===== src/rtl/pipe_hazard_ctrl.sv =====
// Pipeline sequencer for the 5-stage core: load-use stalls, branch squashes and data memory wait/timeout.
// Optional macro PIPE_STALL_PERF_EN adds a saturating stall-cycle performance counter.
module pipe_hazard_ctrl #(
  parameter int TIMEOUT = 16,
  parameter int CNT_W   = 8
) (
  input  logic        clk,
  input  logic        reset,
  input  logic        idex_mem_read,
  input  logic [4:0]  idex_rt,
  input  logic [4:0]  ifid_rs,
  input  logic [4:0]  ifid_rt,
  input  logic        ex_branch_taken,
  input  logic        exmem_mem_access,
  input  logic        dmem_ack,
  output logic        dmem_req,
  output logic        pc_en,
  output logic        ifid_en,
  output logic        idex_en,
  output logic        exmem_en,
  output logic        ifid_flush,
  output logic        idex_flush,
  output logic        memwb_bubble,
  output logic        mem_err,
  output logic [15:0] stall_cycles
);

  typedef enum logic [1:0] {RUN, MEM_WAIT, ERR} state_t;

  state_t           state, state_nxt;
  logic [CNT_W-1:0] wait_cnt, wait_cnt_nxt, wait_cnt_inc;
  logic             freeze, load_use;

  assign freeze   = exmem_mem_access & ~dmem_ack;
  assign load_use = idex_mem_read & (idex_rt != 5'd0) &
                    ((idex_rt == ifid_rs) | (idex_rt == ifid_rt));
  // The first frozen cycle in RUN counts as wait cycle 1.
  assign wait_cnt_inc = (state == RUN) ? CNT_W'(1) : wait_cnt + CNT_W'(1);

  always_ff @(posedge clk or posedge reset) begin
    if (reset) begin
      state    <= RUN;
      wait_cnt <= '0;
    end else begin
      state    <= state_nxt;
      wait_cnt <= wait_cnt_nxt;
    end
  end

  always_comb begin
    state_nxt    = state;
    wait_cnt_nxt = wait_cnt;
    dmem_req     = 1'b0;
    pc_en        = 1'b0;
    ifid_en      = 1'b0;
    idex_en      = 1'b0;
    exmem_en     = 1'b0;
    ifid_flush   = 1'b0;
    idex_flush   = 1'b0;
    memwb_bubble = 1'b0;
    if (state == ERR) begin
      memwb_bubble = 1'b1;
    end else begin
      dmem_req = exmem_mem_access;
      if (freeze) begin
        memwb_bubble = 1'b1;
        wait_cnt_nxt = wait_cnt_inc;
        // An ack arriving on the TIMEOUT-th wait cycle clears freeze, so it beats the watchdog.
        state_nxt    = (wait_cnt_inc == CNT_W'(TIMEOUT)) ? ERR : MEM_WAIT;
      end else begin
        state_nxt    = RUN;
        wait_cnt_nxt = '0;
        if (ex_branch_taken) begin
          pc_en      = 1'b1;
          ifid_en    = 1'b1;
          idex_en    = 1'b1;
          exmem_en   = 1'b1;
          ifid_flush = 1'b1;
          idex_flush = 1'b1;
        end else if (load_use) begin
          idex_en    = 1'b1;
          exmem_en   = 1'b1;
          idex_flush = 1'b1;
        end else begin
          pc_en    = 1'b1;
          ifid_en  = 1'b1;
          idex_en  = 1'b1;
          exmem_en = 1'b1;
        end
      end
    end
    // Reset forces the pipe quiet immediately, without waiting for a clock edge.
    if (reset) begin
      dmem_req     = 1'b0;
      pc_en        = 1'b0;
      ifid_en      = 1'b0;
      idex_en      = 1'b0;
      exmem_en     = 1'b0;
      ifid_flush   = 1'b0;
      idex_flush   = 1'b0;
      memwb_bubble = 1'b0;
    end
  end

  assign mem_err = (state == ERR);

`ifdef PIPE_STALL_PERF_EN
  logic [15:0] stall_cnt;

  function automatic logic [15:0] sat_inc16(input logic [15:0] v);
    return (v == 16'hFFFF) ? v : v + 16'd1;
  endfunction

  always_ff @(posedge clk or posedge reset) begin
    if (reset)       stall_cnt <= '0;
    else if (!pc_en) stall_cnt <= sat_inc16(stall_cnt);
  end

  assign stall_cycles = stall_cnt;
`else
  assign stall_cycles = 16'h0000;
`endif

endmodule


===== config.mk =====
export PLATFORM = sky130hd
export DESIGN_NAME = pipe_hazard_ctrl
export DESIGN_NICKNAME = d
export VERILOG_FILES = /design/src/rtl/pipe_hazard_ctrl.sv
export SDC_FILE = /design/constraint.sdc
export NUM_CORES = 1
export LEC_CHECK = 0
export CAP_MARGIN = 20
export CORE_UTILIZATION = 43
export CTS_BUF_LIST = sky130_fd_sc_hd__clkbuf_16
export CTS_CLUSTER_DIAMETER = 200
export DETAILED_ROUTE_END_ITERATION = 7
export PLACE_DENSITY = 0.85
export SYNTH_ARGS = -nofsm -noshare
export SYNTH_HDL_FRONTEND = slang
export SYNTH_SLANG_ARGS = --single-unit

===== constraint.sdc =====
create_clock -name clk -period 3.9 [get_ports clk]
set_clock_uncertainty 0.15 [all_clocks]
set_input_delay 0.585 -clock clk [delete_from_list [all_inputs] [get_ports clk]]
set_output_delay 0.585 -clock clk [all_outputs]
set_load 0.03 [all_outputs]

==> key figures, run 1 <==
Status
  • Outcome: completed

Worst hold path
  • Min-Delay Path Class: register to register

Placement
  • Placed cell area: 0.001179 mm²
  • I/O Buffers: 29
  • Final RePlAce weighted congestion: 0.7811
  • Final HPWL DP: 1602 µm

Worst setup path
  • Critical path's slowest cell: clkdlybuf4s50_1
  • CP Max Fanout: 3
  • Critical path, cell by cell: clkdlybuf4s50_1 -> or4_1 -> o21ai_1 -> o31a_1 -> clkdlybuf4s50_1
  • CP Capture Type: output port
  • Cell family with most CP delay: buffers and inverters
  • Worst EP arrival: 2.61 ns
  • CP bufs+invs: 2
  • CP dominant cell by count: clkdlybuf4s50_1
  • CP max stage delay: 0.68 ns
  • Critical path class: input pin to output port
  • WP data required: 3.16 ns
  • CP startpoint kind: input pin

Final layout
  • Final instance area: 0.001257 mm²
  • # fillers: 183
  • Share of layout cells above drive strength 1: 0.07857
  • NumNets Final: 163
  • Synth-to-Final Area Change: 35.08%
  • Number of antenna diodes: 0

STA
  • RSZ-0062 raised after global routing: no
  • Setup violators final: 0
  • Final Max Tran Viols: 0
  • Maximum clock rate: 0.2993 GHz
  • Fin crit period: 3.341 ns
  • Final setup TNS: 0 ns
  • Period utilisation layout: 0.8568
  • Hold Fails Final Rpt: 0

Die
  • Num rows: 16
  • Core Region: 0.002002 mm²
  • Starting Density: 0.4650
  • # IOs: 46
  • Die width: 48.53 µm
  • Die ar.: 0.002355 mm²
  • Die height: 48.53 µm

Synthesis
  • Seq/Total Area, Yosys: 0.2688
  • Avg Synthesized Cell Area: 8.463 µm²
  • Netlist Area Pre-Place: 930.9 µm²
  • Yosys reg bits: 10
  • Netlist cell types: 38
  • Top cell type's share of synthesized area: 0.2688
  • Largest area contributor in the netlist: dfrtp_1
  • Top cells by area, synth: dfrtp_1, buf_4, xor2_1, o21ai_0, nand2_1
  • Syn Inst Count: 110
  • Synth warn: 0

CTS
  • Post-CTS sizing: 0
  • Max clock buf depth: 2
  • Cts bufs inserted: 3
  • Root Buffer: clkbuf_16
  • H-Tree Depth: 1
  • Later-pin clock latency in the skew report: 0.24 ns
  • Clock transition at path regs: 0.04 ns
  • Hold_buf cts: 0
  • CTS tree: yes
  • Clock sink total: 10
  • Post-CTS Repair Setup Buffers: 0

Run
  • Max capacitance violation total: 0

Global route
  • Global Route met2 Usage: 0.3568
  • First-pass GRT wire length: 3519 µm
  • Initial antenna violation count: 0
  • Gr busiest metal: met2
  • Met3 Use GR: 0.04717
  • Total gr overflow: 0
  • Pin count of the biggest net entering global routing: 12
  • Total GRT Usage: 0.1914
  • Vias in the first global route: 831
  • M1 GR Usage: 0.2000

Pwr
  • Pwr/cell area: 302.9 mW/mm²
  • Int Power: 277.5 µW
  • Sequential share of power: 0.285
  • NetSw: 103.4 µW
  • Worst vdd ir: 0.1972 mV
  • Share of power burned in combinational logic: 0.234
  • Power share of the clock group: 0.481
  • Leakage power: 0.0005468 µW
  • Switching share of total power: 0.2715

Detailed routing
  • DRC: 0
  • Vias per Instance: 4.976
  • Routed wire length: 2027 µm
  • Vias after detailed routing: 831
  • Wire length per cell: 12.14 µm
  • DR iter-0 viols: 4
  • Initial DRT Pass Iterations: 3
  • DRT antenna net count: 0
## worst register-to-register path, stage by stage, from the launching register on
cell and delay, ns:
dfrtp_1 0.45, ha_1 0.33, nand3_2 0.14, o21a_1 0.22, a211oi_2 0.27, a31o_1 0.19
## power groups by stage
stage | Combinational [µW] | Sequential (µW) | Clock [µW]
floorplan | 65.7 | 109 | 0
global placement | 88.2 | 110 | 0
detailed placement | 89.2 | 110 | 0
CTS | 89.6 | 108 | 185
global route | 96.2 | 109 | 192
finish | 89.1 | 109 | 183
## layer usage
metal	vias up	share of wire
li1	415	-
met1	374	0.41
met2	37	0.50
met3	5	0.075
met4	0	0.019
met5	-	0
## worst paths after layout
path | from | to | slack [ns] | cells after the start
setup reg to reg | wait_cnt[0] | state[1] | 2.10 | 5
hold reg to reg | wait_cnt[5] | wait_cnt[5] | 0.39 | 1
min in group asynchronous | reset | state[1] | 0.59 | 3
setup / recovery | idex_rt[1] | ifid_en | 0.56 | 5
hold / removal | wait_cnt[5] | wait_cnt[5] | 0.39 | 1
max in group asynchronous | reset | wait_cnt[4] | 2.86 | 3
## stage by stage
stage	hold slack [ns]	util	power, µW	instances	setup WS [ns]
floorplan	0.2833	-	174.8	125	1.204
global placement	0.3658	0.5888	197.8	163	0.5958
detailed placement	0.3801	0.5888	199.0	163	0.5526
CTS	0.3846	0.6281	382.7	167	0.5456
global route	0.4232	0.6281	396.5	167	0.4833
finish	0.3897	0.6281	380.9	167	0.5586
## registers in the layout (all words and copies together) (netlist names)
name and count:
state 2, wait_cnt 8
## cells in the final DEF (no fill, tap or decap), types with 4 or more instances in the layout
master,n
clkdlybuf4s50_1,29
conb_1,16
xor2_1,12
dfrtp_1,10
nand2_1,7
nor2_1,7
o21ai_0,6
o21ai_1,4
## Yosys cell counts
| cell type | n |
|---|---|
| and4_4 | 1 |
| nand4_1 | 2 |
| a31o_1 | 1 |
| buf_2 | 1 |
| o21ai_1 | 4 |
| nor3_2 | 2 |
| nand3_1 | 2 |
| nand2b_1 | 2 |
| a211oi_2 | 1 |
| ha_1 | 1 |
| a211oi_1 | 1 |
| nor2_1 | 7 |
| nor2b_1 | 2 |
| nand3_2 | 1 |
| conb_1 | 1 |
| o2111ai_1 | 1 |
| o31a_1 | 1 |
| xnor2_1 | 2 |
| and3_1 | 1 |
| o31ai_1 | 1 |
| a22o_1 | 1 |
| a211o_1 | 1 |
| nand3b_1 | 3 |
| o21ai_0 | 6 |
| dfrtp_1 | 10 |
| a22oi_1 | 1 |
| a21oi_1 | 1 |
| a21oi_2 | 1 |
| or4_1 | 1 |
| nand2_1 | 7 |
| buf_4 | 19 |
| xor2_1 | 12 |
| inv_1 | 2 |
| and2_1 | 1 |
| o21a_1 | 2 |
| o21bai_1 | 3 |
| nor3_1 | 3 |
| nor3b_1 | 1 |
## layout make-up
class,count,area (µm²),area share
inverters,2,7.507,0.005970
repair buffers,31,305.3,0.2428
well taps,27,33.78,0.02687
clock inverters,1,3.754,0.002985
multi-input cells,93,581.8,0.4627
flip-flops and latches,10,250.2,0.1990
clock buffers,3,75.07,0.05970
## kinds of logic after synthesis
family	after synthesis	share of synthesized area
AND/OR/NAND/NOR	36	0.2218
AO/OA/AOI/OAI	26	0.1936
buffers and inverters	22	0.1667
XOR/XNOR	14	0.1317
flip-flops	10	0.2688
adder cells (fa/ha/maj)	1	0.01344
other	1	0.004028
(Power assumes the default switching activity.)
==> run 2, diff against run 1 <==
RECOVER_POWER = 100   (was unset)
==> run 2 against run 1 <==
  * Largest cell class unchanged
  * Via count increased by 0.72%
  * Global-route usage unchanged
  * Sequential share of layout area increased by 0.22 points
==> key figures, run 2 (synthesized netlist as in run 1, its figures left out) <==
Worst setup path
  • Critical path class: input pin to output port
  • RR Endpoint: state[1]
  • CP startpoint kind: input pin
  • Worst EP arrival: 2.69 ns
  • Worst r2r src: wait_cnt[0]
  • CP Max Fanout: 11
  • WP data required: 3.16 ns
  • CP Capture Type: output port
  • Setup slack, reg-to-reg: 1.94 ns
  • Length in cells of the worst reg-to-reg path: 5

CTS
  • Hold_buf cts: 0
  • CTS tree: yes
  • Root Buffer: clkbuf_16
  • Max clock buf depth: 2
  • Cts bufs inserted: 3
  • Clock sink total: 10
  • Later-pin clock latency in the skew report: 0.24 ns
  • Clock transition at path regs: 0.04 ns
  • H-Tree Depth: 1
  • Post-CTS sizing: 0
  • Post-CTS Repair Setup Buffers: 0

Global route
  • Vias in the first global route: 831
  • First-pass GRT wire length: 3519 µm
  • Total GRT Usage: 0.1914
  • Initial antenna violation count: 0
  • Pin count of the biggest net entering global routing: 12
  • Total gr overflow: 0

Detailed routing
  • DRT antenna net count: 0
  • Routed wire length: 2031 µm
  • Initial DRT Pass Iterations: 4
  • Vias per Instance: 5.012
  • Vias after detailed routing: 837
  • Wire length per cell: 12.16 µm
  • DRC: 0
  • DR iter-0 viols: 16

STA
  • Worst hold margin: 0.4148 ns
  • Final setup TNS: 0 ns
  • Hold Fails Final Rpt: 0
  • Slew margin rel.: 0.6035
  • Final Max Tran Viols: 0
  • RSZ-0062 raised after global routing: no
  • Actual slew at the worst max-slew pin: 0.5948 ns
  • Period utilisation layout: 0.8790
  • Maximum clock rate: 0.2917 GHz
  • Fin crit period: 3.428 ns
  • Setup violators final: 0

Placement
  • I/O Buffers: 29
  • Final RePlAce weighted congestion: 0.7811
  • Final HPWL DP: 1602 µm

Pwr
  • Worst vdd ir: 0.1960 mV
  • Pwr/cell area: 304.1 mW/mm²
  • Leakage power: 0.0005571 µW

Final layout
  • Largest register FFs: 8
  • Most frequent cells in the layout: clkdlybuf4s50_1, conb_1, xor2_1
  • Register area: 250.2 µm²
  • Commonest non-fill, non-tap cell in the layout: clkdlybuf4s50_1
  • Number of antenna diodes: 0
  • Biggest register: wait_cnt
  • Top flop regs: wait_cnt x8, state x2
  • Synth-to-Final Area Change: 33.60%
  • Share of layout cells above drive strength 1: 0.05714
  • Multi-input gate area: 571.8 µm²
  • # fillers: 185
  • NumNets Final: 163

Die
  • Die height: 48.53 µm
  • Core Region: 0.002002 mm²
  • Die ar.: 0.002355 mm²
  • Die width: 48.53 µm
  • Starting Density: 0.4650
  • Num rows: 16
  • # IOs: 46

Worst hold path
  • Hold EP: wait_cnt[5]
  • Min-Delay Path Class: register to register
  • Hold Crit Depth: 1
  • Hold path start: wait_cnt[5]

Run
  • Max capacitance violation total: 0

Status
  • Outcome: completed
[run 2: power breakdown]
part           leakage (µW)  switching [µW]  total, µW  internal, µW
Clock             0.0000385            48.7        183           134
Sequential         0.000137            2.77        109           106
Combinational      0.000381            51.7       86.5          34.8
Total              0.000557             103        378           275
[run 2: layout make-up]
| type | count | share of cell area |
|---|---|---|
| multi-input cells | 93 | 0.4598 |
| repair buffers | 31 | 0.2425 |
| flip-flops and latches | 10 | 0.2012 |
| clock buffers | 3 | 0.06036 |
| well taps | 27 | 0.02716 |
| inverters | 2 | 0.006036 |
| clock inverters | 1 | 0.003018 |
[run 2: how the worst max path moves through the flow]
stage / slack, ns / depth (start not counted) / startpoint / to
2_1_floorplan: 1.20 / 4 / exmem_mem_access / idex_flush
3_3_place_gp: 0.60 / 5 / idex_rt[1] / ifid_en
3_5_place_dp: 0.55 / 5 / idex_rt[1] / ifid_en
4_1_cts: 0.55 / 5 / idex_rt[1] / ifid_en
5_1_grt: 0.29 / 6 / reset / idex_flush
6_report: 0.47 / 6 / reset / idex_flush
[run 2: critical path, cell delays in order]
cell and delay (ns):
dlygate4sd3_1 0.60, inv_1 0.07, clkbuf_1 0.46, nand3b_1 0.14, o21bai_1 0.15, clkdlybuf4s50_1 0.69
[run 2: metrics by stage]
step                      setup WS [ns]  area, µm²  utilization  std cells  total power (µW)
after floorplan                   1.204      987.2            -        125             174.8
after global placement           0.5958       1179       0.5888        163             197.8
after detailed placement         0.5526       1179       0.5888        163             199.0
after CTS                        0.5456       1257       0.6281        167             382.7
after global routing             0.2914       1244       0.6213        167             393.8
final                            0.4718       1244       0.6213        167             378.2
[run 2: routing by layer]
metal  vias up  GRT usage  part of all wire
met5         -          0                 0
met4         0    0.08824             0.019
met3         5    0.04717             0.077
met2        39     0.3568              0.51
met1       380     0.2000              0.40
li1        413          -                 -
